**config.mk**
```make
export PLATFORM = sky130hd
export DESIGN_NAME = pc_sequencer_flat
export DESIGN_NICKNAME = d
export VERILOG_FILES = /design/src/rtl/pc_sequencer_if.sv /design/src/rtl/pc_sequencer.sv /design/src/flat_wrapper.sv
export SDC_FILE = /design/constraint.sdc
export NUM_CORES = 1
export LEC_CHECK = 0
export CORE_UTILIZATION = 50
export DETAILED_ROUTE_END_ITERATION = 8
export MAX_ROUTING_LAYER = met4
export PLACE_DENSITY = 0.77
export SYNTH_ARGS = -nofsm -noshare
export SYNTH_HDL_FRONTEND = slang
export SYNTH_SLANG_ARGS = --single-unit
```
**constraint.sdc**
```tcl
create_clock -name Clk -period 2.6 [get_ports Clk]
set_input_delay 0.52 -clock Clk [delete_from_list [all_inputs] [get_ports Clk]]
set_output_delay 0.52 -clock Clk [all_outputs]
set_load 0.1 [all_outputs]
```
**src/rtl/pc_sequencer_if.sv**
```systemverilog
// Bundle between the PC sequencer and the rest of the core: control inputs,
// the sequential successor address, and the registered PC/stack/state outputs.
interface pc_sequencer_if #(
   parameter int AW    = 8,
   parameter int DEPTH = 4
);
   localparam int DW = $clog2(DEPTH) + 1;

   logic [AW-1:0] Next_PC;
   logic          Stall;
   logic          Branch_Taken;
   logic [AW-1:0] Branch_Offset;
   logic          Jump;
   logic [AW-1:0] Jump_Addr;
   logic          Call;
   logic          Ret;
   logic          Halt;
   logic          Resume;
   logic [AW-1:0] PC;
   logic [DW-1:0] Stack_Depth;
   logic          Halted;
   logic          Fault;

   // Core side: drives controls, observes the PC and status.
   modport master (
      output Next_PC, Stall, Branch_Taken, Branch_Offset, Jump, Jump_Addr,
             Call, Ret, Halt, Resume,
      input  PC, Stack_Depth, Halted, Fault
   );

   // Sequencer side.
   modport slave (
      input  Next_PC, Stall, Branch_Taken, Branch_Offset, Jump, Jump_Addr,
             Call, Ret, Halt, Resume,
      output PC, Stack_Depth, Halted, Fault
   );
endinterface

```
**src/rtl/pc_sequencer.sv**
```systemverilog
// Architectural PC register of the 8-bit core. Picks the next PC among
// sequential / relative branch / absolute jump / call / return, keeps a small
// LIFO return-address stack and a RUN/HALT/FAULT state machine.
module pc_sequencer #(
   parameter int            AW       = 8,
   parameter int            DEPTH    = 4,
   parameter logic [AW-1:0] RESET_PC = '0
) (
   input  logic            Clk,
   input  logic            Clear_n,
   pc_sequencer_if.slave   bus
);
   localparam int DW = $clog2(DEPTH) + 1;
   localparam int IW = (DEPTH > 1) ? $clog2(DEPTH) : 1;

   typedef enum logic [1:0] {
      ST_RUN   = 2'd0,
      ST_HALT  = 2'd1,
      ST_FAULT = 2'd2
   } state_t;

   state_t        state_q, state_d;
   logic [AW-1:0] pc_q, pc_d;
   logic [DW-1:0] depth_q, depth_d;
   logic [AW-1:0] stack_q [DEPTH];
   logic          push_en;
   logic [IW-1:0] push_idx;
   logic [IW-1:0] top_idx;

   // Relative branch target: offset is two's complement, result wraps mod 2^AW.
   function automatic logic [AW-1:0] branch_target(input logic [AW-1:0]        pc,
                                                   input logic signed [AW-1:0] off);
      logic [AW-1:0] sum;
      sum = pc + $unsigned(off);
      return sum;
   endfunction

   // Entries are addressed by the current depth: push writes slot depth,
   // pop reads slot depth-1. The top read is only used when depth is nonzero.
   assign push_idx = IW'(depth_q);
   assign top_idx  = IW'(depth_q - DW'(1));

   // Next-state selection; one action per cycle in the priority order
   // Halt > Ret > Call > Jump > Branch > sequential.
   always_comb begin
      state_d = state_q;
      pc_d    = pc_q;
      depth_d = depth_q;
      push_en = 1'b0;
      unique case (state_q)
         ST_RUN: begin
            if (!bus.Stall) begin
               if (bus.Halt) begin
                  state_d = ST_HALT;
               end else if (bus.Ret) begin
                  if (depth_q == '0) begin
                     state_d = ST_FAULT;
                  end else begin
                     pc_d    = stack_q[top_idx];
                     depth_d = depth_q - DW'(1);
                  end
               end else if (bus.Call) begin
                  if (depth_q == DW'(DEPTH)) begin
                     state_d = ST_FAULT;
                  end else begin
                     push_en = 1'b1;
                     depth_d = depth_q + DW'(1);
                     pc_d    = bus.Jump_Addr;
                  end
               end else if (bus.Jump) begin
                  pc_d = bus.Jump_Addr;
               end else if (bus.Branch_Taken) begin
                  pc_d = branch_target(pc_q, bus.Branch_Offset);
               end else begin
                  pc_d = bus.Next_PC;
               end
            end
         end
         ST_HALT: begin
            if (bus.Resume) begin
               state_d = ST_RUN;
            end
         end
         ST_FAULT: begin
            state_d = ST_FAULT;
         end
         default: begin
            state_d = ST_FAULT;
         end
      endcase
   end

   // Control registers: PC, stack depth and state, async cleared.
   always_ff @(posedge Clk or negedge Clear_n) begin
      if (!Clear_n) begin
         state_q <= ST_RUN;
         pc_q    <= RESET_PC;
         depth_q <= '0;
      end else begin
         state_q <= state_d;
         pc_q    <= pc_d;
         depth_q <= depth_d;
      end
   end

   // Return-address storage; contents are don't-care after reset.
   always_ff @(posedge Clk) begin
      if (push_en) begin
         stack_q[push_idx] <= bus.Next_PC;
      end
   end

   assign bus.PC          = pc_q;
   assign bus.Stack_Depth = depth_q;
   assign bus.Halted      = (state_q == ST_HALT);
   assign bus.Fault       = (state_q == ST_FAULT);
endmodule

```
**src/flat_wrapper.sv**
```systemverilog
// flat-port wrapper written by rule: the top's interface ports become plain ports
module pc_sequencer_flat 
#(
   parameter int            AW       = 8,
   parameter int            DEPTH    = 4,
   parameter logic [AW-1:0] RESET_PC = '0
)
  (Clk, Clear_n, bus_Next_PC, bus_Stall, bus_Branch_Taken, bus_Branch_Offset, bus_Jump, bus_Jump_Addr, bus_Call, bus_Ret, bus_Halt, bus_Resume, bus_PC, bus_Stack_Depth, bus_Halted, bus_Fault);
  pc_sequencer_if #(.AW(AW), .DEPTH(DEPTH)) bus_i ();
  input  logic Clk;
  input  logic Clear_n;
  input wire logic [$bits(bus_i.Next_PC)-1:0] bus_Next_PC;
  input wire logic [$bits(bus_i.Stall)-1:0] bus_Stall;
  input wire logic [$bits(bus_i.Branch_Taken)-1:0] bus_Branch_Taken;
  input wire logic [$bits(bus_i.Branch_Offset)-1:0] bus_Branch_Offset;
  input wire logic [$bits(bus_i.Jump)-1:0] bus_Jump;
  input wire logic [$bits(bus_i.Jump_Addr)-1:0] bus_Jump_Addr;
  input wire logic [$bits(bus_i.Call)-1:0] bus_Call;
  input wire logic [$bits(bus_i.Ret)-1:0] bus_Ret;
  input wire logic [$bits(bus_i.Halt)-1:0] bus_Halt;
  input wire logic [$bits(bus_i.Resume)-1:0] bus_Resume;
  output wire logic [$bits(bus_i.PC)-1:0] bus_PC;
  output wire logic [$bits(bus_i.Stack_Depth)-1:0] bus_Stack_Depth;
  output wire logic [$bits(bus_i.Halted)-1:0] bus_Halted;
  output wire logic [$bits(bus_i.Fault)-1:0] bus_Fault;
  assign bus_i.Next_PC = bus_Next_PC;
  assign bus_i.Stall = bus_Stall;
  assign bus_i.Branch_Taken = bus_Branch_Taken;
  assign bus_i.Branch_Offset = bus_Branch_Offset;
  assign bus_i.Jump = bus_Jump;
  assign bus_i.Jump_Addr = bus_Jump_Addr;
  assign bus_i.Call = bus_Call;
  assign bus_i.Ret = bus_Ret;
  assign bus_i.Halt = bus_Halt;
  assign bus_i.Resume = bus_Resume;
  assign bus_PC = bus_i.PC;
  assign bus_Stack_Depth = bus_i.Stack_Depth;
  assign bus_Halted = bus_i.Halted;
  assign bus_Fault = bus_i.Fault;
  pc_sequencer #(.AW(AW), .DEPTH(DEPTH), .RESET_PC(RESET_PC)) u_core (.Clk(Clk), .Clear_n(Clear_n), .bus(bus_i));
endmodule
```
==> flow_metrics.tcl <==
set metrics [dict create \
    outcome "completed" \
    finalPower_mw 3.21 \
    most_utilized_layer_in_the_global_route_result "met2" \
    power_per_cell_area_mw_per_mm2 1030 \
    antenna-diode-count 0 \
    vias_after_detailed_routing 1743 \
    post_synth_instance_area_mm2 0.00245 \
    synth_cell_types 50 \
    crit_path_max_fanout 2 \
    fmax_achieved_mhz 439 \
    worstMarginPinSlew_ps 619 \
    remaining_drc_errors 0 \
    cts_buffer_count 5 \
    grt_setup_unrepaired "false" \
    reg2reg_slack_ps 590 \
    timing.hold.ws_ps 509 \
    grtUsageMet2_pct 31.7 \
    final_cycle_share_pct 87.7 \
    ctsResizeCount 0 \
    leakage_nw 1.21 \
    synth.top_cell.area_share_pct 39.2 \
    synth_fp_nets 242 \
    worst_clock_skew_ps 6.99 \
    dieArea_mm2 0.00519 \
    grt_first_pass_wirelength_mm 8.06 \
    cp.arrival_ps 2460 \
    synthesis.area_per_instance_um2 12.5 \
    grt_util_met3_pct 3.89 \
    ys_dominant_reg_cell "sky130_fd_sc_hd__edfxtp_1" \
    number_of_hold_buffers_added_after_cts 0 \
    ys_seq_elements 45 \
    remaining_antenna_violation_count 0 \
    root_buffer "sky130_fd_sc_hd__clkbuf_8" \
    num_io_pins 46 \
    postSynth.asyncResetShare_pct 28.9 \
    areaGrowthSynthToFinish_pct 27.4 \
    insertion_delay_ps 300 \
    maxSlewViolCount 0 \
    synth-warning-count 0 \
    place.port_buffers 45 \
    placement.setup.worst_slack_ps -9.36 \
    globalRouteTotalUtil_pct 21.2 \
    final_hold_vios 0 \
    min_path_type "reg -> reg" \
    num_clock_sinks 45 \
    worst_setup_hold_path_clk_slew_ps 90 \
    final_layout_size_suffix_gt1_share_pct 19.4 \
    setup_violations 0 \
    via_per_inst 5.46 \
    tritoncts_clock_tree "built" \
    cp.required_ps 2780 \
    initial_core_util_pct 51.9 \
    synth.area.top_cells "sky130_fd_sc_hd__edfxtp_1 39%, sky130_fd_sc_hd__dfrtp_1 13%, sky130_fd_sc_hd__mux4_2 7.3%" \
    synth_enable_flop_cells 32 \
    drt_wl_total_mm 4.88 \
    dieHeight_um 72.1 \
    synthCells 196 \
    final_critical_period_ps 2280 \
    finalNetCount 297 \
    worstSetupPathType "in -> reg" \
    first_global_vias 1635 \
    num_rows 25 \
    htree_levels 2 \
    detailedRoute.firstPassIterationCount 4 \
    floorplan.die.width_um 72.1 \
    cp-end-kind "register" \
    final.setup.worst_slack_ps 320 \
    grt_util_met1_pct 30.1 \
    route.detailed.wl_per_inst_um 15.3 \
    place_congestion 0.793 \
    grt_remaining_overflow 0 \
    ir_drop_mv 0.445 \
    pin_count_of_the_biggest_net_entering_global_routing 17 \
    setup_total_negative_slack_ps 0 \
    drt-initial-drc-count 134 \
    synth_largest_area_cell "sky130_fd_sc_hd__edfxtp_1" \
    max_cap_violations 0 \
    worstSetupStartpointType "input port" \
    grt_antenna_before_repair 0 \
    postCtsSetupBuffers 0 \
    detailedPlacementHpwl_mm 3.66 \
    clock_tree.buffer_depth 2 \
    core_mm2 0.00472 \
    timing.max_slew.rel_slack_pct 58.6 \
    seq_area_frac_synth_pct 52.4 \
]
[flip-flops by register name, indices dropped and copies added (netlist names)]
name and cells:
u_core.state_q 2, u_core.stack_q 32, u_core.bus.Stack_Depth 3, u_core.bus.PC 8
[placed cells by master, fill, tap and decap left out, types with 4 or more instances in the layout]
cell type and count:
sky130_fd_sc_hd__clkdlybuf4s50_1 32, sky130_fd_sc_hd__edfxtp_1 32, sky130_fd_sc_hd__buf_4 21, sky130_fd_sc_hd__dfrtp_1 13, sky130_fd_sc_hd__a21oi_1 12, sky130_fd_sc_hd__nor2_1 12
sky130_fd_sc_hd__ha_1 12, sky130_fd_sc_hd__inv_1 10, sky130_fd_sc_hd__nand2_1 9, sky130_fd_sc_hd__o21ai_0 8, sky130_fd_sc_hd__mux4_2 8, sky130_fd_sc_hd__a211oi_1 7
sky130_fd_sc_hd__mux2i_1 6, sky130_fd_sc_hd__nor3_1 5, sky130_fd_sc_hd__and2_1 5, sky130_fd_sc_hd__clkbuf_8 5, sky130_fd_sc_hd__a21o_1 4
[metal layers]
layer | wire [um] | share of wire, %
met2 | 2290 | 47
met3 | 160 | 3.3
met5 | 0 | 0
met1 | 2370 | 49
met4 | 49 | 1.0
[cell type report]
| class | count | area (um^2) |
|---|---|---|
| sequential | 45 | 1290 |
| fill | 375 | 1600 |
| clock inverter | 3 | 47.5 |
| tap | 67 | 83.8 |
| clock buffer | 5 | 68.8 |
| timing repair buffer | 55 | 518 |
| multi-input combinational | 133 | 1080 |
| inverter | 11 | 41.3 |
[cell usage after synthesis, drive strengths merged, types with 2 or more instances]
cell / number
nand3: 2
nand3b: 3
o41ai: 2
nand2b: 2
nor3b: 2
edfxtp: 32
a21o: 4
a211oi: 9
mux2i: 6
ha: 12
nor3: 6
o21ai: 10
mux4: 8
and2: 6
nand2: 9
dfrtp: 13
nor2b: 3
xor2: 3
buf: 6
nor2: 13
a31oi: 2
a21oi: 12
inv: 11
xnor2: 3
[worst paths after layout]
kind / to / depth (start not counted) / startpoint
min: u_core.state_q[0]$_DFFE_PN0P_ / 1 / u_core.state_q[1]$_DFFE_PN0P_
min reg2reg: u_core.state_q[0]$_DFFE_PN0P_ / 1 / u_core.state_q[1]$_DFFE_PN0P_
max: u_core.bus.PC[6]$_DFFE_PN0P_ / 9 / bus_Branch_Offset[0]
max reg2reg: u_core.bus.PC[6]$_DFFE_PN0P_ / 8 / u_core.bus.PC[0]$_DFFE_PN0P_
max in group asynchronous: u_core.bus.Stack_Depth[1]$_DFFE_PN0P_ / 1 / Clear_n
min in group asynchronous: u_core.state_q[0]$_DFFE_PN0P_ / 1 / Clear_n
[critical path: stages]
cell and delay, ps:
sky130_fd_sc_hd__clkdlybuf4s50_1 460, sky130_fd_sc_hd__ha_1 160, sky130_fd_sc_hd__inv_1 60, sky130_fd_sc_hd__fa_1 410
sky130_fd_sc_hd__nor2b_1 170, sky130_fd_sc_hd__o2111ai_1 140, sky130_fd_sc_hd__and4b_1 200, sky130_fd_sc_hd__o32ai_1 260
sky130_fd_sc_hd__o21ai_1 90
[cell families (layout without fill, tap and decap cells)]
family / after synthesis / in the layout / share of synthesized area [%]
and+or+nand+nor: 53 / 53 / 11.9
AOI/OAI and AO/OA: 47 / 47 / 13.2
DFF: 45 / 45 / 52.4
buffers and inverters: 18 / 74 / 3.57
muxes: 14 / 14 / 9.79
adders and majority gates: 13 / 13 / 6.94
xor gates and xnor gates: 6 / 6 / 2.14
[power breakdown]
group | total, mW | switching (mW) | internal (mW)
combinational | 1.73 | 1.14 | 0.583
clock | 0.549 | 0.256 | 0.293
sequential | 0.938 | 0.0843 | 0.854
total | 3.21 | 1.48 | 1.73
[through the flow]
stage          cells  cell area, um^2  util (%)
3_5_place_dp     311             3010      63.7
5_1_grt          319             3130      66.2
2_1_floorplan    196             2450         -
3_3_place_gp     311             3010      63.7
4_1_cts          319             3130      66.2
6_report         319             3130      66.2
(Power assumes the default switching activity.)
